**config.mk**
```make
export PLATFORM = sky130hd
export DESIGN_NAME = uart_rx_core
export DESIGN_NICKNAME = d
export VERILOG_FILES = /design/src/rtl/uart_pkg.sv /design/src/rtl/uart_baud_tick.sv /design/src/rtl/uart_rx_core.sv
export SDC_FILE = /design/constraint.sdc
export NUM_CORES = 1
export LEC_CHECK = 0
export CORE_MARGIN = 2
export CORE_UTILIZATION = 30
export DETAILED_ROUTE_END_ITERATION = 10
export SLEW_MARGIN = 10
export SYNTH_ARGS = -nofsm -noshare
export SYNTH_HDL_FRONTEND = slang
export SYNTH_SLANG_ARGS = --single-unit
export TNS_END_PERCENT = 20
```
**constraint.sdc**
```tcl
create_clock -name Clk -period 2.65 [get_ports Clk]
set_clock_uncertainty 0.05 [all_clocks]
set_input_delay 0.53 -clock Clk [delete_from_list [all_inputs] [get_ports Clk]]
set_output_delay 0.53 -clock Clk [all_outputs]
set_load 0.02 [all_outputs]
```
**src/rtl/uart_pkg.sv**
```systemverilog
// uart_pkg: state encoding and parameter limits shared by the UART receiver files.
package uart_pkg;

   // Fixed binary state codes; the enum below is built on them.
   localparam logic [2:0] ST_IDLE   = 3'd0;
   localparam logic [2:0] ST_START  = 3'd1;
   localparam logic [2:0] ST_DATA   = 3'd2;
   localparam logic [2:0] ST_PARITY = 3'd3;
   localparam logic [2:0] ST_STOP   = 3'd4;
   localparam logic [2:0] ST_BREAK  = 3'd5;

   typedef enum logic [2:0] {
      S_IDLE   = ST_IDLE,
      S_START  = ST_START,
      S_DATA   = ST_DATA,
      S_PARITY = ST_PARITY,
      S_STOP   = ST_STOP,
      S_BREAK  = ST_BREAK
   } uart_state_e;

   localparam int CLK_DIV_MIN    = 2;
   localparam int CLK_DIV_MAX    = 8191;
   localparam int OVERSAMPLE_MIN = 8;
   localparam int OVERSAMPLE_MAX = 16;
   localparam int DATA_BITS_MIN  = 5;
   localparam int DATA_BITS_MAX  = 9;
   localparam int STOP_BITS_MIN  = 1;
   localparam int STOP_BITS_MAX  = 2;
   localparam int FIFO_DEPTH_MIN = 2;
   localparam int FIFO_DEPTH_MAX = 256;

   function automatic bit in_range(input int v, input int lo, input int hi);
      return (v >= lo) && (v <= hi);
   endfunction

   function automatic bit is_pow2(input int v);
      return (v > 0) && ((v & (v - 1)) == 0);
   endfunction

endpackage

```
**src/rtl/uart_baud_tick.sv**
```systemverilog
// uart_baud_tick: oversample tick generator, one-cycle pulse every CLK_DIV clocks.
// clr reloads the divider so ticks are phase-aligned to the start edge.
module uart_baud_tick #(
   parameter int CLK_DIV = 163
) (
   input  logic Clk,
   input  logic Reset,
   input  logic clr,
   output logic tick
);

   localparam int            DW     = $clog2(CLK_DIV);
   localparam logic [DW-1:0] RELOAD = DW'(CLK_DIV - 1);

   logic [DW-1:0] div_cnt;

   // Down-counter; terminal count reloads and fires the tick.
   always_ff @(posedge Clk or posedge Reset) begin
      if (Reset) begin
         div_cnt <= '0;
         tick    <= 1'b0;
      end else if (clr) begin
         div_cnt <= RELOAD;
         tick    <= 1'b0;
      end else if (div_cnt == '0) begin
         div_cnt <= RELOAD;
         tick    <= 1'b1;
      end else begin
         div_cnt <= div_cnt - DW'(1);
         tick    <= 1'b0;
      end
   end

endmodule

```
**src/rtl/uart_rx_core.sv**
```systemverilog
// uart_rx_core: oversampling UART receiver feeding a show-ahead receive FIFO.
// Define UART_RX_PARITY_EN to build the parity bit check (adds PARITY_ODD);
// without it there is no PARITY state and PE is tied low.
//
// state  | meaning
// IDLE   | waiting for a synchronised 1->0 edge on RX
// START  | counting to the start-bit centre; high there means a glitch
// DATA   | sampling data bits LSB first at each bit centre
// PARITY | sampling the parity bit (parity builds only)
// STOP   | sampling stop bit(s); all high pushes the word
// BREAK  | framing error seen, waiting for RX to return high
module uart_rx_core
   import uart_pkg::*;
#(
   parameter int CLK_DIV    = 163,
   parameter int OVERSAMPLE = 16,
   parameter int DATA_BITS  = 8,
   parameter int STOP_BITS  = 1,
   parameter int FIFO_DEPTH = 32
`ifdef UART_RX_PARITY_EN
   ,
   parameter bit PARITY_ODD = 1'b0
`endif
) (
   input  logic                        Clk,
   input  logic                        Reset,
   input  logic                        En,
   input  logic                        RX,
   input  logic                        RD,
   output logic [DATA_BITS-1:0]        data_out,
   output logic                        valid,
   output logic                        full,
   output logic [$clog2(FIFO_DEPTH):0] count,
   output logic                        FE,
   output logic                        PE,
   output logic                        OE
);

   localparam int            TW        = $clog2(OVERSAMPLE);
   localparam int            AW        = $clog2(FIFO_DEPTH);
   localparam logic [AW:0]   DEPTH_CNT = (AW + 1)'(FIFO_DEPTH);
   localparam logic [TW-1:0] HALF_BIT  = TW'(OVERSAMPLE / 2 - 1);
   localparam logic [TW-1:0] FULL_BIT  = TW'(OVERSAMPLE - 1);

   localparam bit PARAMS_OK =
      in_range(CLK_DIV, CLK_DIV_MIN, CLK_DIV_MAX) &&
      in_range(OVERSAMPLE, OVERSAMPLE_MIN, OVERSAMPLE_MAX) && (OVERSAMPLE % 2 == 0) &&
      in_range(DATA_BITS, DATA_BITS_MIN, DATA_BITS_MAX) &&
      in_range(STOP_BITS, STOP_BITS_MIN, STOP_BITS_MAX) &&
      in_range(FIFO_DEPTH, FIFO_DEPTH_MIN, FIFO_DEPTH_MAX) && is_pow2(FIFO_DEPTH);

   if (!PARAMS_OK) begin : g_bad_params
      $error("uart_rx_core: parameter out of supported range");
   end

   uart_state_e          state;
   logic                 rx_meta, rx_s, rx_prev;
   logic                 tick, div_clr, sample_evt;
   logic [TW-1:0]        tcnt;
   logic [3:0]           bcnt;
   logic [DATA_BITS-1:0] shreg;
   logic                 push_req;
   logic                 fe_r, oe_r;
`ifdef UART_RX_PARITY_EN
   logic                 pe_r, par_bad;
`endif

   logic [DATA_BITS-1:0] mem [FIFO_DEPTH];
   logic [AW-1:0]        wr_ptr, rd_ptr;
   logic [AW:0]          fifo_cnt;
   logic                 pop, wr;

   // Divider is held clear while idle so the first tick is aligned to the start edge.
   assign div_clr    = (state == S_IDLE);
   assign sample_evt = tick && (tcnt == '0);

   uart_baud_tick #(.CLK_DIV(CLK_DIV)) u_baud_tick (
      .Clk   (Clk),
      .Reset (Reset),
      .clr   (div_clr),
      .tick  (tick)
   );

   // Two-flop synchroniser plus one delayed copy for edge detection.
   always_ff @(posedge Clk or posedge Reset) begin
      if (Reset) begin
         rx_meta <= 1'b1;
         rx_s    <= 1'b1;
         rx_prev <= 1'b1;
      end else begin
         rx_meta <= RX;
         rx_s    <= rx_meta;
         rx_prev <= rx_s;
      end
   end

   // Frame FSM with tick down-counter (bit-centre phase) and bit down-counter.
   always_ff @(posedge Clk or posedge Reset) begin
      if (Reset) begin
         state    <= S_IDLE;
         tcnt     <= '0;
         bcnt     <= '0;
         shreg    <= '0;
         push_req <= 1'b0;
         fe_r     <= 1'b0;
`ifdef UART_RX_PARITY_EN
         pe_r     <= 1'b0;
         par_bad  <= 1'b0;
`endif
      end else begin
         push_req <= 1'b0;
         fe_r     <= 1'b0;
`ifdef UART_RX_PARITY_EN
         pe_r     <= 1'b0;
`endif
         if (tick) begin
            tcnt <= (tcnt == '0) ? FULL_BIT : tcnt - TW'(1);
         end
         if (!En) begin
            state <= S_IDLE;
         end else begin
            case (state)
               S_IDLE: begin
                  if (rx_prev && !rx_s) begin
                     state <= S_START;
                     tcnt  <= HALF_BIT;
`ifdef UART_RX_PARITY_EN
                     par_bad <= 1'b0;
`endif
                  end
               end
               S_START: begin
                  if (sample_evt) begin
                     if (rx_s) begin
                        state <= S_IDLE;
                     end else begin
                        state <= S_DATA;
                        bcnt  <= 4'(DATA_BITS - 1);
                     end
                  end
               end
               S_DATA: begin
                  if (sample_evt) begin
                     shreg <= {rx_s, shreg[DATA_BITS-1:1]};
                     if (bcnt == '0) begin
`ifdef UART_RX_PARITY_EN
                        state <= S_PARITY;
`else
                        state <= S_STOP;
                        bcnt  <= 4'(STOP_BITS - 1);
`endif
                     end else begin
                        bcnt <= bcnt - 4'd1;
                     end
                  end
               end
`ifdef UART_RX_PARITY_EN
               S_PARITY: begin
                  if (sample_evt) begin
                     par_bad <= rx_s ^ (^shreg) ^ PARITY_ODD;
                     state   <= S_STOP;
                     bcnt    <= 4'(STOP_BITS - 1);
                  end
               end
`endif
               S_STOP: begin
                  if (sample_evt) begin
                     if (!rx_s) begin
                        fe_r  <= 1'b1;
                        state <= S_BREAK;
                     end else if (bcnt == '0) begin
                        state <= S_IDLE;
`ifdef UART_RX_PARITY_EN
                        if (par_bad) pe_r <= 1'b1;
                        else         push_req <= 1'b1;
`else
                        push_req <= 1'b1;
`endif
                     end else begin
                        bcnt <= bcnt - 4'd1;
                     end
                  end
               end
               S_BREAK: begin
                  if (rx_s) state <= S_IDLE;
               end
               default: state <= S_IDLE;
            endcase
         end
      end
   end

   // A push into a full FIFO only lands if the same cycle also pops.
   assign valid    = (fifo_cnt != '0);
   assign full     = (fifo_cnt == DEPTH_CNT);
   assign count    = fifo_cnt;
   assign pop      = RD && valid;
   assign wr       = push_req && (!full || pop);
   assign data_out = valid ? mem[rd_ptr] : '0;

   // FIFO pointers, occupancy and overrun pulse.
   always_ff @(posedge Clk or posedge Reset) begin
      if (Reset) begin
         wr_ptr   <= '0;
         rd_ptr   <= '0;
         fifo_cnt <= '0;
         oe_r     <= 1'b0;
      end else begin
         oe_r <= push_req && !wr;
         if (wr)  wr_ptr <= wr_ptr + AW'(1);
         if (pop) rd_ptr <= rd_ptr + AW'(1);
         if (wr && !pop)      fifo_cnt <= fifo_cnt + (AW + 1)'(1);
         else if (pop && !wr) fifo_cnt <= fifo_cnt - (AW + 1)'(1);
      end
   end

   // FIFO storage write.
   always_ff @(posedge Clk) begin
      if (wr) mem[wr_ptr] <= shreg;
   end

   assign FE = fe_r;
   assign OE = oe_r;
`ifdef UART_RX_PARITY_EN
   assign PE = pe_r;
`else
   assign PE = 1'b0;
`endif

endmodule

```
==> summary.md <==
| Metric | Value |
|---|---|
| Outcome | finished, violations left |
| Violated checks | setup timing |
| Worst endpoint required time | 2.07 ns |
| Core Region | 41,020 sq um |
| Avg Cell Area, Syn | 17.47 sq um |
| Achievable clock frequency | 310.4 MHz |
| Routed metal-1 wirelength | 12,010 um |
| Clock Sinks | 306 |
| Cell family with the largest share of critical-path delay | buffers and inverters |
| Last weighted congestion value of the routability-driven placer | 0.7451 |
| Initial Util | 0.3058 |
| First-pass GRT wire length | 41,240 um |
| Ant. Diodes | 0 |
| Maximum number of pins on one net before global-route repair | 51 |
| Pre-Repair DR Iteration Count | 5 |
| Final Slew Violations | 0 |
| Number of placement rows | 74 |
| Post-synth cell types | 58 |
| Final Hold Vio Count | 0 |
| Depth of the worst register-to-register path | 12 |
| Number of global-route vias before repair | 6,872 |
| Sum of routed wire length over all layers | 26,520 um |
| Total number of yosys warnings | 0 |
| Share of power burned in registers | 0.414 |
| Number of logic stages on the critical path including buffering | 9 |
| Most frequent cell on the critical path | buf_6 |
| Longest Clk Path Bufs | 3 |
| Drt via density | 4.764 |
| Kind of end point of the critical path | output port |
| Share of total power in the clock network | 0.333 |
| CTS tree | yes |
| Predominant post-synthesis flop cell | edfxtp_1 |
| Internal power | 9.520 mW |
| Leakage component of the power | 6.104 nW |
| Nets | 872 |
| Post-detailed-route DRC marker count | 0 |
| Arrival time reported for the critical path endpoint | 2.64 ns |
| Final critical-path share of the clock period | 1.216 |
| Area enclosed by the die boundary | 43,470 sq um |
| Comb power frac | 0.253 |
| Portion of synthesized cell area occupied by the leading cell type | 0.6128 |
| Worst slew margin relative to its limit | 0.6046 |
| Finish-stage setup viols | 8 |
| Post-synth EDFFs | 256 |
| Total number of H-tree levels | 1 |
| Total overflow reported by the global router | 0 |
| Met3 WL post-DR | 1191 um |
| Synth Cell Area | 12,540 sq um |
| Chip Height | 208.5 um |
| Maximum ir drop on the vdd rail | 0.0004893 V |
| Commonest cells post-synth | edfxtp_1 (256), nor2_1 (51), dfrtp_1 (47) |
| Buffers on Ports | 22 |
| Largest area contributor in the netlist | edfxtp_1 |
| RSZ-0062 raised after global routing | true |
| Number of buffers added to fix hold violations after cts | 0 |
| Antenna viol nets, final | 0 |
| Highest routed metal layer | met4 |
| Total number of vias | 6,694 |
| Flops & latches, synth | 306 |
| I/O pins | 24 |
| Number of DRC violations after detailed-routing iteration 0 | 452 |
| Instance count of the mapped netlist | 718 |
| Final hold slack | 0.2590 ns |
| Max-cap violation count | 0 |
| Cell-by-cell trace of the critical path | buf_6 -> buf_12 -> buf_8 -> buf_6 -> mux4_2 -> a22oi_2 -> buf_6 -> a211oi_2 -> buf_4 |
| Count leader, synth | edfxtp_1 |
| Power Total | 13.10 mW |
| Worst stage delay on the critical path | 0.52 ns |
| Die width | 208.5 um |
| Syn Nets | 740 |
| Number of filler cells placed in the layout | 3,789 |
| Top fanout value on the critical path | 7 |
| Actual transition at the worst max-transition pin | 0.5931 ns |
| Sw Pwr | 3.584 mW |
| Sum of met2 wire segment lengths after detailed routing | 12,790 um |
| Ranking of synthesized cells by area | edfxtp_1 (61%), dfrtp_1 (9.4%), mux4_2 (6.8%) |
| Buffer type at the clock tree root | clkbuf_16 |
| Wire length per cell | 18.88 um |
| Antenna violations before repair | 0 |
| Critical Path Slowest Stage Cell | dfrtp_4 |
| Kind of critical path | flop to output port |
| Share of layout cells above drive strength 1 | 0.3036 |
| HPWL reported at the end of detailed placement | 16,670 um |
| Insertion delay to the later sink of the worst-skew pair | 0.57 ns |
| Growth of design area from synthesis to finish | 23.88% |
| Overall routing resource usage | 0.1236 |
| Proportion of register bits with asynchronous set or reset after synthesis | 0.1634 |
| Proportion of total power due to net switching | 0.2735 |
| Clock buffers created by TritonCTS | 30 |
| Sequential cell area fraction in the yosys report | 0.7128 |
| Sort of element at the start of the critical path | flop |
| Min cycle time layout | 3.222 ns |
| Clock-pin slew on the worst setup and hold paths | 0.06 ns |
| Total power per unit cell area | 843.3 nW/um^2 |
| Final setup slack of the worst path | -0.5717 ns |
| Min-delay worst type | primary input to asynchronous set/reset pin |
| Buf/Inv on CP | 6 |
-- final timing paths --
check / from / slack [ns] / endpoint
max in group asynchronous: Reset / 1.99 / rx_prev
max reg2reg: count[3] / 0.12 / count[5]
min reg2reg: rx_meta / 0.31 / rx_s
min in group Clk: rx_meta / 0.31 / rx_s
min: Reset / 0.26 / count[2]
max: rd_ptr[0] / -0.57 / data_out[2]
-- routing by layer --
layer  vias up  GRT usage
li1       3085          -
met1      3444     0.1714
met2       127     0.2029
met3        38    0.02113
met4         0    0.02927
met5         -          0
-- through the flow --
stage          setup TNS [ns]  instances  cell area [sq um]  setup WS [ns]    util
2_1_floorplan        -0.05066        718              12600       -0.05066       -
3_3_place_gp           -4.187       1340              14180        -0.5877  0.3457
3_5_place_dp           -4.335       1340              14180        -0.5659  0.3457
4_1_cts                -4.555       1402              15450        -0.6292  0.3766
5_1_grt                -4.958       1405              15540        -0.6528  0.3789
6_report               -4.232       1405              15540        -0.5717  0.3789
-- power by group through the flow --
stage / clock (mW) / sequential (mW) / combinational, mW
CTS: 4.48 / 5.42 / 3.23
global route: 4.67 / 5.44 / 3.54
global placement: 0 / 5.56 / 2.84
finish: 4.36 / 5.43 / 3.32
floorplan: 0 / 5.51 / 1.76
detailed placement: 0 / 5.57 / 2.88
-- registers in the layout, indices dropped and copies added (netlist names), 3 cells and up --
register             cells
u_baud_tick.div_cnt      8
tcnt                     4
rd_ptr                   5
wr_ptr                   5
bcnt                     4
state                    3
shreg                    8
count                    6
mem                    256
-- kinds of logic after synthesis --
| kind of cell | share of synthesized area |
|---|---|
| buffers and inverters | 0.02434 |
| XOR/XNOR | 0.01396 |
| adder cells (fa/ha/maj) | 0.01755 |
| AO/OA/AOI/OAI | 0.05336 |
| multiplexers | 0.1256 |
| flip-flops | 0.7128 |
| AND/OR/NAND/NOR | 0.05206 |
| other | 0.0002989 |
-- timing repair --
item	CTS	global route
gates resized for setup	73	18
setup buffers	6	3
endpoints found under the setup margin	10	11
hold endpoints to repair	0	0
gates cloned	1	0
pin swaps	8	4
-- worst min-delay path: cells and delay by family --
kind,cells,cell delay (ns)
buf+inv,3,0.72
-- layout by cell type, fill, tap and decap left out, types with 4 or more instances in the layout --
cell	count
mux2i_1	33
mux2_2	7
buf_6	5
nand4_1	4
clkinv_1	6
clkdlybuf4s50_1	12
inv_1	22
o21ai_0	13
nand2_1	34
clkbuf_16	30
a22o_4	5
buf_4	92
nand3_1	11
edfxtp_1	256
bufinv_16	5
mux4_2	40
xor2_1	8
nor2b_1	5
a21oi_1	15
ha_1	13
clkinv_2	7
o22ai_1	9
nor2_1	50
a2111oi_4	7
dfrtp_2	4
mux4_1	9
nor3_1	5
dfrtp_1	42
o221ai_1	7
buf_12	15
xnor2_1	12
buf_2	5
a22oi_2	5
nand3b_1	4
nand2b_1	4
-- area by class of cell --
| type | count | area, sq um | share of cell area |
|---|---|---|---|
| inverter | 24 | 92.59 | 0.005958 |
| clock buffer | 32 | 758.2 | 0.04879 |
| tap | 532 | 665.6 | 0.04283 |
| multi-input combinational | 355 | 3563 | 0.2293 |
| sequential | 306 | 8951 | 0.5760 |
| timing repair buffer | 133 | 1245 | 0.08011 |
| clock inverter | 23 | 264.0 | 0.01699 |
Note: power is estimated with default switching activity, not from simulation.
